===== src/rtl/countdown_timer.sv =====
// Loadable down-counter with an IDLE/RUN control FSM and a one-cycle done pulse on expiry.
// Optional macro COUNTDOWN_AUTORELOAD_EN: on expiry, reload the last started value and keep running.
module countdown_timer #(
  parameter int WIDTH = 4
) (
  input  logic             clk,
  input  logic             reset,
  input  logic             start,
  input  logic             stop,
  input  logic             en,
  input  logic [WIDTH-1:0] load_val,
  output logic [WIDTH-1:0] count,
  output logic             busy,
  output logic             done
);

  typedef enum logic {
    IDLE = 1'b0,
    RUN  = 1'b1
  } state_t;

  localparam logic [WIDTH-1:0] ONE = {{(WIDTH-1){1'b0}}, 1'b1};

  state_t           state, state_next;
  logic [WIDTH-1:0] count_next;
  logic             done_next;

`ifdef COUNTDOWN_AUTORELOAD_EN
  logic [WIDTH-1:0] reload, reload_next;
`endif

  always_ff @(posedge clk) begin
    if (reset) begin
      state <= IDLE;
      count <= '0;
      done  <= 1'b0;
`ifdef COUNTDOWN_AUTORELOAD_EN
      reload <= '0;
`endif
    end else begin
      state <= state_next;
      count <= count_next;
      done  <= done_next;
`ifdef COUNTDOWN_AUTORELOAD_EN
      reload <= reload_next;
`endif
    end
  end

  // Edge priority is stop > start > decrement; stop only matters while running.
  always_comb begin
    state_next = state;
    count_next = count;
    done_next  = 1'b0;
`ifdef COUNTDOWN_AUTORELOAD_EN
    reload_next = reload;
`endif
    unique case (state)
      IDLE: begin
        if (start) begin
          count_next = load_val;
          if (load_val == '0) begin
            done_next = 1'b1;
          end else begin
            state_next = RUN;
`ifdef COUNTDOWN_AUTORELOAD_EN
            reload_next = load_val;
`endif
          end
        end
      end
      RUN: begin
        if (stop) begin
          state_next = IDLE;
        end else if (start) begin
          count_next = load_val;
`ifdef COUNTDOWN_AUTORELOAD_EN
          reload_next = load_val;
`endif
          if (load_val == '0) begin
            done_next  = 1'b1;
            state_next = IDLE;
          end
        end else if (en) begin
          if (count > ONE) begin
            count_next = count - ONE;
          end else begin
            // Expiry: count is 1 here, so the counter can never wrap below zero.
            done_next = 1'b1;
`ifdef COUNTDOWN_AUTORELOAD_EN
            count_next = reload;
`else
            count_next = '0;
            state_next = IDLE;
`endif
          end
        end
      end
      default: state_next = IDLE;
    endcase
  end

  assign busy = (state == RUN);

endmodule


===== config.mk =====
export PLATFORM = sky130hd
export DESIGN_NAME = countdown_timer
export DESIGN_NICKNAME = d
export VERILOG_FILES = /design/src/rtl/countdown_timer.sv
export SDC_FILE = /design/constraint.sdc
export NUM_CORES = 1
export LEC_CHECK = 0
export ABC_CLOCK_PERIOD_IN_PS = 1700
export CORE_AREA = 2 2 39 41
export CTS_BUF_LIST = sky130_fd_sc_hd__clkbuf_4
export DETAILED_ROUTE_END_ITERATION = 6
export DIE_AREA = 0 0 41 43
export GPL_ROUTABILITY_DRIVEN = 0
export PLACE_DENSITY = 0.63
export SLEW_MARGIN = 0
export SYNTH_ARGS = -nofsm -noshare
export SYNTH_HDL_FRONTEND = slang
export SYNTH_SLANG_ARGS = --single-unit
export TNS_END_PERCENT = 5

===== constraint.sdc =====
create_clock -name clk -period 1.7 [get_ports clk]
set_clock_uncertainty 0.2 [all_clocks]
set_input_delay 0.17 -clock clk [delete_from_list [all_inputs] [get_ports clk]]
set_output_delay 0.17 -clock clk [all_outputs]
set_load 0.02 [all_outputs]

==> results.toml, run 1 <==
[status]
outcome = "completed"

[floorplanning]
start_util_pct = 26.94
fp.dieH_um = 43
die_area_um2 = 1763
rows = 14
ios = 15
core_um2 = 1384
dieWidth_um = 41

[min_path]
holdPathEnd = "count[0]"
min_from = "reset"
hold_path_class = "in -> reg"
min_delay_path_depth = 2

[timing]
timing.max_slew.rel_slack_pct = 74.04
hold_ws_ns = 0.3787
hold_viol = 0
min_period_ns = 1.686
max_slew.worst_pin.slew_ns = 0.3865
setup_viol = 0
fmax_ghz = 0.5930
period_share_pct = 99.20
slew_violations = 0
rsz0062_at_grt = "true"

[critical_path]
arrival_ns = 1.66
crit_fanout = 4
critPathSlowestCell = "or4b_4"
r2r_cells = 6
cp-startpoint = "count[0]"
crit_family = "simple AND/OR/NAND/NOR gates"
path_class = "reg -> reg"
crit_path_end_kind = "register"
r2r-end = "done"
path_buf_inv = 1
slowest_delay_ns = 0.49
reg2reg_slack_ns = 0.01
cp-start-kind = "register"
r2r_start = "count[0]"
cp.depth = 6
worstPathCellList = "inv_2 > ha_2 > nor2_2 > or4b_4 > o21bai_1 > and3b_1"
critical_path_required_ns = 1.68

[grt]
overflow = 0
grt.total_usage_pct = 14.66
top_usage_layer = "met2"
grtUsageMet3_pct = 4.712
gr-usage-met2_pct = 21.88
grt_pass1_vias = 435
grt_pass1_wl_um = 1759
met1_usage_pct = 18.65
grt_start_max_net_pins = 8
grt_antenna_before_repair = 0

[final_layout]
fin_util_pct = 48.55
num-fill-cells = 142
area.sequential_um2 = 125.1
area_growth_pct = 80.20
drive_gt1_share_pct = 36.99
antenna_cells = 0
fin_nets = 85
multi_input_area_um2 = 262.8

[logic_synthesis]
synth_area_um2 = 372.9
yosys_warnings = 0
ys_ff_latch = 6
ys_seq_area_share_pct = 32.21
synth_fp_nets = 55
synthCells = 44
synth.distinct_cells = 23
avgSynthCellArea_um2 = 8.474

[drt]
avgViaCountPerCell = 4.899
drt_iter0_markers = 6
antenna_left = 0
via_count = 436
drc = 0
dr.pass1.iters = 4
wire_per_inst_um = 11.42
wirelength_um = 1016

[power_and_ir_drop]
p_total_uw = 507.7
p_leak_uw = 0.0002997
vdd.ir_drop.worst_v = 0.0004563
power.density_nw_per_um2 = 755.6

[clock_tree]
clk_path_buf_depth = 2
clkTransAtPathRegs_ns = 0.05
cts_root_buf = "clkbuf_4"
h-tree-depth = 1
clock_latency_ns = 0.24
cts_tree = "yes"
cts.sinks = 6
numCtsBuffers = 3

[flow_run]
drv_cap = 0

[place]
io_buffers = 14
dp_hpwl_um = 833.4
==> cell families after synthesis <==
logic type	count (synthesis)	synth area share, %
AO/OA/AOI/OAI	15	28.52
XOR/XNOR	1	2.349
adder cells (fa/ha/maj)	2	6.710
buffers and inverters	2	2.014
flip-flops	6	32.22
AND/OR/NAND/NOR	18	28.19
==> metal layers <==
layer,part of all wire [%],up-vias
met2,46,9
met4,1.9,0
met5,0,-
li1,-,226
met3,3.6,4
met1,48,197
==> report_power, final <==
group	leakage, uW	internal, uW	switching [uW]
logic	0.000231	99.5	78.9
registers	0.0000505	154	15.7
clock network	0.0000184	105	54.4
total	0.000300	359	149
==> worst max-delay path by stage <==
stage,end
3_3_place_gp,count[3]
5_1_grt,done
3_5_place_dp,count[3]
4_1_cts,done
6_report,done
2_1_floorplan,count[3]
==> sequential cells by signal, indices dropped and copies added, names as in the netlist <==
signal	count
count	4
busy	1
done	1
==> repair_timing <==
item	4_1_cts	5_1_grt
resized for setup	4	6
pin swaps	0	4
endpoints found under the hold margin	0	0
setup endpoints to repair	4	6
setup buffers	0	2
hold buffers	0	0
==> through the flow <==
| stage | setup WS, ns | instances | setup TNS (ns) | cell area, um^2 |
|---|---|---|---|---|
| after floorplan | 0.01733 | 44 | 0 | 377.9 |
| after global placement | -0.07090 | 83 | -0.1888 | 605.6 |
| after detailed placement | -0.08132 | 83 | -0.2216 | 605.6 |
| after CTS | -0.0002252 | 87 | -0.0002252 | 643.1 |
| after global routing | -0.03550 | 89 | -0.05359 | 671.9 |
| final | 0.01366 | 89 | 0 | 671.9 |
==> final cells by class <==
class                           instances  share of cell area (%)
Clock buffer                            4                   4.469
Tap cell                               16                   2.980
Timing Repair Buffer                   25                   33.71
Sequential cell                         6                   18.62
Inverter                                2                   1.117
Multi-Input combinational cell         36                   39.11
==> placed cells by master (no fill, tap or decap), types with 2 or more instances in the layout <==
| master | count |
|---|---|
| clkdlybuf4s50_1 | 11 |
| buf_4 | 11 |
| dfxtp_1 | 4 |
| clkbuf_4 | 4 |
| nand2_1 | 3 |
| o21ai_0 | 3 |
| a21oi_1 | 3 |
| nor2_1 | 3 |
| inv_2 | 2 |
| nor3_1 | 2 |
| nand2b_1 | 2 |
| or3_1 | 2 |
| a211oi_2 | 2 |
| dlymetal6s2s_1 | 2 |
==> Yosys cell counts <==
library cell	number	area share (%)
nor4_1	1	1.7
xnor2_1	1	2.3
nor3_1	2	2.7
or3b_1	1	2.3
a21oi_1	4	5.4
a211oi_1	2	4.0
nand2b_1	2	3.4
or3_1	2	3.4
a21o_1	1	2.0
o311a_2	1	3.0
o21ai_0	3	4.0
nor3_2	1	2.7
o21bai_1	1	2.0
nand2_1	3	3.0
or4b_1	1	2.7
a2111oi_0	1	2.3
nor2_1	4	4.0
a211o_1	1	2.3
ha_1	2	6.7
and3b_1	1	2.3
a211oi_2	1	3.4
dfxtp_1	6	32
inv_1	2	2.0
Power figures use the tool's default switching activity.
==> inputs of run 2 (changes only) <==
SETUP_SLACK_MARGIN = 0.05   (was default)
==> run 2 against run 1 <==
Cell area is 1.7% higher. Die area is the same. Power is 1.5% higher. Wire length up 8.8%.
==> results.toml, run 2 (synthesis results as in run 1) <==
[status]
outcome = "completed"

[final_layout]
area_growth_pct = 83.22
multi_input_area_um2 = 290.3
fin_util_pct = 49.37
area.sequential_um2 = 128.9
final_cell_mix = "clkdlybuf4s50_1 (9), buf_4 (7), clkbuf_4 (4), dlymetal6s2s_1 (4)"
antenna_cells = 0
fin_nets = 81
num-fill-cells = 127
mostFrequentLayoutCell = "clkdlybuf4s50_1"
fin_cells = 85
top_register = "count"
drive_gt1_share_pct = 36.23
largest_reg_flops = 4
design_area_um2 = 683.2

[power_and_ir_drop]
p_leak_uw = 0.0003133
power.density_nw_per_um2 = 754.2
vdd.ir_drop.worst_v = 0.0003420

[grt]
grt_antenna_before_repair = 0
grt_start_max_net_pins = 8
grt.total_usage_pct = 14.44
overflow = 0
grt_pass1_vias = 407
grt_pass1_wl_um = 1683

[critical_path]
cp-startpoint = "count[0]"
crit_family = "simple AND/OR/NAND/NOR gates"
path_class = "reg -> reg"
cp-start-kind = "register"
crit_path_end_kind = "register"
critical_path_required_ns = 1.61
path_buf_inv = 1
arrival_ns = 1.53
slowest_delay_ns = 0.49
critPathSlowestCell = "or4b_4"
r2r_start = "count[0]"
crit_fanout = 4
worstPathCellList = "inv_4 > ha_4 > nor2_4 > or4b_4 > a21oi_2 > a2111oi_0"

[clock_tree]
cts_root_buf = "clkbuf_4"
clock_latency_ns = 0.24
h-tree-depth = 1
numCtsBuffers = 3
cts.sinks = 6
clkTransAtPathRegs_ns = 0.05
cts_tree = "yes"
clk_path_buf_depth = 2

[drt]
drc = 0
antenna_left = 0
wirelength_um = 1105
avgViaCountPerCell = 5.247
drt_iter0_markers = 8
dr.pass1.iters = 4
wire_per_inst_um = 13.00
via_count = 446

[timing]
hold_ws_ns = 0.3403
setup_viol = 0
timing.max_slew.rel_slack_pct = 70.34
min_period_ns = 1.626
fmax_ghz = 0.6150
hold_viol = 0
slew_violations = 0
period_share_pct = 95.65
max_slew.worst_pin.slew_ns = 0.4415
worst_slack_ns = 0.07395
rsz0062_at_grt = "true"

[floorplanning]
dieWidth_um = 41
die_area_um2 = 1763
start_util_pct = 26.94
core_um2 = 1384
fp.dieH_um = 43
ios = 15
rows = 14

[min_path]
hold_path_class = "reg -> reg"
min_from = "busy"

[flow_run]
drv_cap = 0

[place]
place_area_um2 = 595.6
dp_cells = 81
io_buffers = 14
place_ws_ns = -0.08171
dp_hpwl_um = 823.1
run 2: final cells by class:
class                           count  share of cell area [%]
Inverter                            2                   1.832
Multi-Input combinational cell     36                   42.49
Tap cell                           16                   2.930
Timing Repair Buffer               21                   29.49
Clock buffer                        4                   4.396
Sequential cell                     6                   18.86
run 2: worst paths after layout:
kind                             end  slack, ns  cells after the start
worst max-delay path            busy       0.07                      6
worst min-delay path            busy       0.34                      1
worst max register to register  busy       0.07                      6
worst min register to register  busy       0.34                      1
run 2: repair_timing:
item | CTS | global route
setup endpoints to repair | 11 | 10
pin swaps | 0 | 4
gates resized for setup | 2 | 15
setup buffers | 0 | 0
hold buffers | 0 | 0
gates cloned | 0 | 0
run 2: per-layer routing:
metal  up-vias  share of wire [%]  wire [um]  GRT usage [%]
li1        217                  -          -              -
met4         0                2.3         25          10.00
met2        20                 50        557          22.50
met3         4                5.2         57          1.571
met1       205                 42        465          17.31
met5         -                  0          0              0
run 2: where the power goes:
group | internal, uW | total, uW | leakage [uW] | switching [uW]
combinational | 97.3 | 181 | 0.000244 | 83.8
clock | 105 | 160 | 0.0000184 | 55.4
sequential | 154 | 174 | 0.0000511 | 19.3
total | 357 | 515 | 0.000313 | 158
run 2: through the flow:
step                TNS [ns]  total power (uW)
global placement     -0.2360             332.6
detailed placement   -0.2347             333.0
CTS                        0             498.2
global route        -0.04260             544.6
finish                     0             515.3
floorplan                  0             248.9
